File: src/rtl/ysyx_22050854_axi_rd_responder_pkg.sv
// rtl/ysyx_22050854_axi_rd_responder_pkg.sv - shared AXI read encodings, FSM states and ID constants
package ysyx_22050854_axi_pkg;

  typedef enum logic [1:0] {
    BURST_FIXED = 2'b00,
    BURST_INCR  = 2'b01,
    BURST_WRAP  = 2'b10,
    BURST_RSVD  = 2'b11
  } burst_t;

  localparam logic [1:0] RESP_OKAY   = 2'b00;
  localparam logic [1:0] RESP_SLVERR = 2'b10;

  localparam logic [3:0] ID_IFU = 4'b0001;
  localparam logic [3:0] ID_LSU = 4'b0010;

  typedef enum logic [1:0] {
    S_IDLE = 2'd0,
    S_WAIT = 2'd1,
    S_DATA = 2'd2
  } state_t;

  function automatic logic addr_misaligned(input logic [31:0] addr, input logic [2:0] size);
    return (size > 3'd3) || ((addr & ((32'd1 << size) - 32'd1)) != 32'd0);
  endfunction

endpackage

File: src/rtl/ysyx_22050854_axi_rd_responder_if.sv
// rtl/ysyx_22050854_axi_rd_responder_if.sv - AXI read address / read data channel bundle
interface ysyx_22050854_axi_rd_responder_if;
  logic        arvalid;
  logic        arready;
  logic [3:0]  arid;
  logic [31:0] araddr;
  logic [7:0]  arlen;
  logic [2:0]  arsize;
  logic [1:0]  arburst;

  logic        rvalid;
  logic        rready;
  logic [3:0]  rid;
  logic [63:0] rdata;
  logic [1:0]  rresp;
  logic        rlast;

  modport master (
    output arvalid, arid, araddr, arlen, arsize, arburst, rready,
    input  arready, rvalid, rid, rdata, rresp, rlast
  );

  modport slave (
    input  arvalid, arid, araddr, arlen, arsize, arburst, rready,
    output arready, rvalid, rid, rdata, rresp, rlast
  );
endinterface

File: src/rtl/ysyx_22050854_axi_rd_responder_addr_gen.sv
// rtl/ysyx_22050854_axi_rd_responder_addr_gen.sv - combinational next-beat address for FIXED/INCR bursts
module ysyx_22050854_axi_addr_gen
  import ysyx_22050854_axi_pkg::*;
(
  input  logic [31:0] addr,
  input  logic [2:0]  size,
  input  logic [1:0]  burst,
  output logic [31:0] next_addr
);

  logic [2:0] eff_size;

  always_comb begin
    next_addr = addr;
    // Beats wider than the 64-bit data bus step by 8 bytes
    eff_size  = (size > 3'd3) ? 3'd3 : size;
    if (burst == BURST_INCR) begin
      next_addr = addr + (32'd1 << eff_size);
    end
  end

endmodule

File: src/rtl/ysyx_22050854_axi_rd_responder.sv
// rtl/ysyx_22050854_axi_rd_responder.sv - AXI read responder fronting a fixed-latency memory
// Optional alignment check enabled by macro YSYX_22050854_RD_ALIGN_CHK_EN.
module ysyx_22050854_axi_rd_responder
  import ysyx_22050854_axi_pkg::*;
#(
  parameter int RD_LATENCY = 1
) (
  input  logic                            clk,
  input  logic                            rst,
  ysyx_22050854_axi_rd_responder_if.slave bus,
  output logic                            mem_ren,
  output logic [31:0]                     mem_raddr,
  input  logic [63:0]                     mem_rdata
);

  state_t      state;
  logic        arready_q;
  logic        rvalid_q;
  logic        rlast_q;
  logic [1:0]  rresp_q;
  logic [63:0] rdata_q;
  logic [3:0]  id_q;
  logic [31:0] addr_q;
  logic [7:0]  len_q;
  logic [2:0]  size_q;
  logic [1:0]  burst_q;
  logic        err_q;
  logic [7:0]  beat_cnt;
  logic [3:0]  lat_cnt;
  logic        ar_err;
  logic [31:0] next_addr;

  always_comb begin
    ar_err = (bus.arburst == BURST_WRAP) || (bus.arburst == BURST_RSVD);
`ifdef YSYX_22050854_RD_ALIGN_CHK_EN
    ar_err = ar_err || addr_misaligned(bus.araddr, bus.arsize);
`endif
  end

  ysyx_22050854_axi_addr_gen u_addr_gen (
    .addr      (addr_q),
    .size      (size_q),
    .burst     (burst_q),
    .next_addr (next_addr)
  );

  assign bus.arready = arready_q;
  assign bus.rvalid  = rvalid_q;
  assign bus.rlast   = rlast_q;
  assign bus.rresp   = rresp_q;
  assign bus.rdata   = rdata_q;
  assign bus.rid     = id_q;

  always_ff @(posedge clk or negedge rst) begin
    if (!rst) begin
      state     <= S_IDLE;
      arready_q <= 1'b0;
      rvalid_q  <= 1'b0;
      rlast_q   <= 1'b0;
      rresp_q   <= 2'b00;
      rdata_q   <= 64'd0;
      id_q      <= 4'd0;
      addr_q    <= 32'd0;
      len_q     <= 8'd0;
      size_q    <= 3'd0;
      burst_q   <= 2'b00;
      err_q     <= 1'b0;
      beat_cnt  <= 8'd0;
      lat_cnt   <= 4'd0;
      mem_ren   <= 1'b0;
      mem_raddr <= 32'd0;
    end else begin
      mem_ren <= 1'b0;
      case (state)
        S_IDLE: begin
          // Re-arms one cycle after entering IDLE, leaving a gap after the last beat
          arready_q <= 1'b1;
          if (bus.arvalid && arready_q) begin
            arready_q <= 1'b0;
            id_q      <= bus.arid;
            addr_q    <= bus.araddr;
            len_q     <= bus.arlen;
            size_q    <= bus.arsize;
            burst_q   <= bus.arburst;
            err_q     <= ar_err;
            beat_cnt  <= 8'd0;
            if (ar_err) begin
              state    <= S_DATA;
              rvalid_q <= 1'b1;
              rdata_q  <= 64'd0;
              rresp_q  <= RESP_SLVERR;
              rlast_q  <= (bus.arlen == 8'd0);
            end else begin
              state     <= S_WAIT;
              mem_ren   <= 1'b1;
              mem_raddr <= bus.araddr;
              lat_cnt   <= 4'(RD_LATENCY);
            end
          end
        end
        S_WAIT: begin
          if (lat_cnt == 4'd0) begin
            state    <= S_DATA;
            rvalid_q <= 1'b1;
            rdata_q  <= mem_rdata;
            rresp_q  <= RESP_OKAY;
            rlast_q  <= (beat_cnt == len_q);
          end else begin
            lat_cnt <= lat_cnt - 4'd1;
          end
        end
        S_DATA: begin
          if (bus.rready) begin
            if (rlast_q) begin
              state    <= S_IDLE;
              rvalid_q <= 1'b0;
              rlast_q  <= 1'b0;
            end else begin
              beat_cnt <= beat_cnt + 8'd1;
              addr_q   <= next_addr;
              if (err_q) begin
                // Error beats stream back to back with rdata/rresp unchanged
                rlast_q <= ((beat_cnt + 8'd1) == len_q);
              end else begin
                state     <= S_WAIT;
                rvalid_q  <= 1'b0;
                mem_ren   <= 1'b1;
                mem_raddr <= next_addr;
                lat_cnt   <= 4'(RD_LATENCY);
              end
            end
          end
        end
        default: state <= S_IDLE;
      endcase
    end
  end

endmodule

File: src/flat_wrapper.sv
// flat-port wrapper written by rule: the top's interface ports become plain ports
module ysyx_22050854_axi_rd_responder_flat import ysyx_22050854_axi_pkg::*;
#(
  parameter int RD_LATENCY = 1
)
  (clk, rst, mem_ren, mem_raddr, mem_rdata, bus_arvalid, bus_arid, bus_araddr, bus_arlen, bus_arsize, bus_arburst, bus_rready, bus_arready, bus_rvalid, bus_rid, bus_rdata, bus_rresp, bus_rlast);
  ysyx_22050854_axi_rd_responder_if bus_i ();
  input  logic clk;
  input  logic rst;
  output logic mem_ren;
  output logic [31:0] mem_raddr;
  input  logic [63:0] mem_rdata;
  input wire logic [$bits(bus_i.arvalid)-1:0] bus_arvalid;
  input wire logic [$bits(bus_i.arid)-1:0] bus_arid;
  input wire logic [$bits(bus_i.araddr)-1:0] bus_araddr;
  input wire logic [$bits(bus_i.arlen)-1:0] bus_arlen;
  input wire logic [$bits(bus_i.arsize)-1:0] bus_arsize;
  input wire logic [$bits(bus_i.arburst)-1:0] bus_arburst;
  input wire logic [$bits(bus_i.rready)-1:0] bus_rready;
  output wire logic [$bits(bus_i.arready)-1:0] bus_arready;
  output wire logic [$bits(bus_i.rvalid)-1:0] bus_rvalid;
  output wire logic [$bits(bus_i.rid)-1:0] bus_rid;
  output wire logic [$bits(bus_i.rdata)-1:0] bus_rdata;
  output wire logic [$bits(bus_i.rresp)-1:0] bus_rresp;
  output wire logic [$bits(bus_i.rlast)-1:0] bus_rlast;
  assign bus_i.arvalid = bus_arvalid;
  assign bus_i.arid = bus_arid;
  assign bus_i.araddr = bus_araddr;
  assign bus_i.arlen = bus_arlen;
  assign bus_i.arsize = bus_arsize;
  assign bus_i.arburst = bus_arburst;
  assign bus_i.rready = bus_rready;
  assign bus_arready = bus_i.arready;
  assign bus_rvalid = bus_i.rvalid;
  assign bus_rid = bus_i.rid;
  assign bus_rdata = bus_i.rdata;
  assign bus_rresp = bus_i.rresp;
  assign bus_rlast = bus_i.rlast;
  ysyx_22050854_axi_rd_responder #(.RD_LATENCY(RD_LATENCY)) u_core (.clk(clk), .rst(rst), .bus(bus_i), .mem_ren(mem_ren), .mem_raddr(mem_raddr), .mem_rdata(mem_rdata));
endmodule
File: config.mk
export PLATFORM = sky130hd
export DESIGN_NAME = ysyx_22050854_axi_rd_responder_flat
export DESIGN_NICKNAME = d
export VERILOG_FILES = /design/src/rtl/ysyx_22050854_axi_rd_responder_pkg.sv /design/src/rtl/ysyx_22050854_axi_rd_responder_if.sv /design/src/rtl/ysyx_22050854_axi_rd_responder_addr_gen.sv /design/src/rtl/ysyx_22050854_axi_rd_responder.sv /design/src/flat_wrapper.sv
export SDC_FILE = /design/constraint.sdc
export NUM_CORES = 1
export LEC_CHECK = 0
export CAP_MARGIN = 20
export CORE_MARGIN = 2
export CORE_UTILIZATION = 64
export DETAILED_ROUTE_END_ITERATION = 6
export DONT_BUFFER_PORTS = 1
export PLACE_DENSITY_LB_ADDON = 0.15
export REMOVE_ABC_BUFFERS = 1
export SETUP_SLACK_MARGIN = 0.05
export SYNTH_ARGS = -nofsm -noshare
export SYNTH_HDL_FRONTEND = slang
export SYNTH_HIERARCHICAL = 1
export SYNTH_SLANG_ARGS = --single-unit
File: constraint.sdc
create_clock -name clk -period 2.9 [get_ports clk]
set_input_delay 0.58 -clock clk [delete_from_list [all_inputs] [get_ports clk]]
set_output_delay 0.58 -clock clk [all_outputs]
set_load 0.02 [all_outputs]
==> flow_summary.ini <==
[timing]
setup_ws_ps = 205
hold_viol = 165
tightestPinTransition_ps = 694
finalMaxSlewViolations = 0
fin_tns_setup_ps = 0
rsz0062_at_grt = yes
period_share = 0.929
layout_min_cycle_time_ps = 2700
final-setup-viol-count = 0
skew_ps = 11.3
max_freq_ghz = 0.371
whs_ps = -153
maxSlewHeadroom = 0.537

[setup_path]
cp_max_fo = 5
worstPathCellList = nor3_1 > ha_1 > fa_2 > a211oi_2 > o21bai_1 > a21o_1 > a41oi_2 > and4bb_1 > xor2_1 > mux2i_1 > a21oi_1
crit_end = u_core/mem_raddr[14]
rr_worst_depth = 11
path_buf_inv = 0
r2r_start = u_core/size_q[2]
start_kind = flop
r2r-end = u_core/mem_raddr[14]
worstSetupPathType = reg -> reg
cp.depth = 11
cpLargestDelayFamily = compound AO/OA/AOI/OAI gates
cp-startpoint = u_core/size_q[2]
cpPeakStageDelay_ps = 410
rrSetupSlack_ps = 200
critPathCaptureType = flop
cp.required_ps = 3190
cp_slowest_cell = dfrtp_2
cp.arrival_ps = 2990

[die]
io_pins = 223
die-area_um2 = 13900
num_rows = 41
die_width_um = 118
start_util = 0.657
core-area_um2 = 12700
chipHeight_um = 118

[layout]
fin_cells = 1034
syn2layout_area_growth_pct = 8.24
n_fill_cell = 975
nNetsFinal = 983
seqCellArea_um2 = 4130
multiInputGateArea_um2 = 3910
design_area_um2 = 9010
n_antenna_cell = 0
drive_gt1_frac = 0.139

[place]
place_inst = 1000
placed_area_um2 = 8410
dp.final_hpwl_um = 12400
io_buffer_count = 0
post-place-ws_ps = 123
place.gp.congestion = 0.847

[global_routing]
grt_max_degree = 166
overflow = 0
grt_pass1_wl_um = 29000
first_global_vias = 5921
grtUsageTotal = 0.261
antenna_found_initial = 0

[synth]
seq_area_frac_synth = 0.496
synth_edf_count = 0
ys.flop_type = dfrtp_1
synth_cells = 862
yosysTopAreaCellShare = 0.496
synth_area_leaders = dfrtp_1, nand2_1, a21oi_1
syn_avg_cell_area_um2 = 9.65
ys.warnings.count = 6
synthArstFlopShare = 1.00
netlist_area_um2 = 8320
ys_types = 64
synth_largest_area_cell = dfrtp_1
synth_seq_cells = 165

[run_status]
outcome = complete, but fails checks
violations = negative hold slack

[drt]
wl_per_cell_um = 17.2
first_iter_violations = 294
final_antenna_net_count = 0
firstDrtPassIters = 5
drc_errors = 0
vias_per_cell = 5.89
drt_wl_total_um = 17800
vias = 6088

[clocking]
cts_buffer_depth = 2
clock_latency_ps = 430
clock_sinks = 165
cts_tree = done
clk_pin_slew_ps = 60
cts-root-buf = clkbuf_16
cts_inserted_buffers = 17
htree_levels = 4

[worst_hold_path]
hold_class = in -> async

[power_and_ir_drop]
total_power_mw = 11.3
irDropWorstVdd_uv = 548
power.density_nw_per_um2 = 1250
leakage_nw = 3.81

[flow_run]
max_cap_violations = 0
[where the power goes]
part	leakage (nW)	internal (mW)	switching [mW]
clock network	0.266	1.27	0.906
logic	1.52	1.76	2.67
registers	2.03	3.22	1.46
total	3.81	6.25	5.03
[layout by cell type, fill, tap and decap left out, drive strengths merged, types with 8 or more instances in the layout]
| cell | n |
|---|---|
| xnor2 | 20 |
| nand3 | 18 |
| o21ai | 84 |
| xor2 | 20 |
| nand2 | 169 |
| mux2 | 16 |
| clkbuf | 20 |
| mux2i | 35 |
| ha | 16 |
| inv | 11 |
| dfrtp | 165 |
| buf | 15 |
| a21oi | 73 |
| and3 | 8 |
| nor2 | 82 |
[repair_timing]
action                                 CTS  global route
buffers inserted                         0             2
endpoints found under the hold margin  165           165
setup endpoints to repair                0            29
resized for setup                        0             4
[stage by stage]
| step | utilization | hold slack (ps) |
|---|---|---|
| 4_1_cts | 0.709 | -165 |
| 2_1_floorplan | - | 284 |
| 3_5_place_dp | 0.664 | 289 |
| 3_3_place_gp | 0.664 | 289 |
| 6_report | 0.711 | -153 |
| 5_1_grt | 0.711 | -174 |
[how the worst min path moves through the flow]
stage | slack [ps] | to
global route | -170 | u_core/addr_q[2]
detailed placement | 290 | u_core/mem_raddr[2]
finish | -150 | u_core/addr_q[1]
global placement | 290 | u_core/mem_raddr[2]
floorplan | 280 | u_core/addr_q[0]
CTS | -170 | u_core/mem_raddr[2]
[metal layers]
layer	GRT usage	vias to the layer above	share of wire
met5	0	-	0
met1	0.318	2904	0.41
met2	0.432	227	0.50
met3	0.0882	31	0.078
met4	0.0949	0	0.018
li1	-	2926	-
[final cells by class]
cell class                      count  area share
Clock buffer                       20      0.0485
Timing Repair Buffer               15      0.0167
Multi-Input combinational cell    640       0.434
Inverter                           10     0.00417
Tap cell                          172      0.0239
Clock inverter                     12      0.0146
Sequential cell                   165       0.459
[synthesized netlist by cell type, types with 5 or more instances]
master / n
o21ai_0: 19
dfrtp_1: 165
nor2_1: 80
nor3_1: 7
o21ai_2: 35
buf_6: 12
o31ai_1: 6
nand3_1: 18
and3_1: 8
xor2_1: 20
xnor2_1: 20
nand2_1: 168
mux2_2: 16
a21o_1: 5
buf_2: 9
a21oi_1: 71
nand2b_1: 7
clkbuf_1: 25
ha_1: 16
o21ai_1: 30
mux2i_1: 35
inv_1: 10
nand4_1: 5
[sequential cells by signal, summed over array words and instances, names as in the netlist]
signal / count
u_core/bus.rid: 4
u_core/len_q: 8
u_core/mem_raddr: 32
u_core/bus.rvalid: 1
u_core/burst_q: 2
u_core/bus.rdata: 64
u_core/size_q: 3
u_core/bus.rlast: 1
u_core/state: 2
u_core/mem_ren: 1
u_core/bus.rresp: 1
u_core/beat_cnt: 8
u_core/addr_q: 32
u_core/bus.arready: 1
u_core/err_q: 1
u_core/lat_cnt: 4
[logic make-up after synthesis]
logic type | share of synthesized area
simple gates | 0.179
fa+ha+maj | 0.0265
buf+inv | 0.0397
xor+xnor | 0.0421
compound gates | 0.152
mux | 0.0638
other cells | 0.000903
flops | 0.496
No activity file was read; power rests on OpenSTA's default activity.
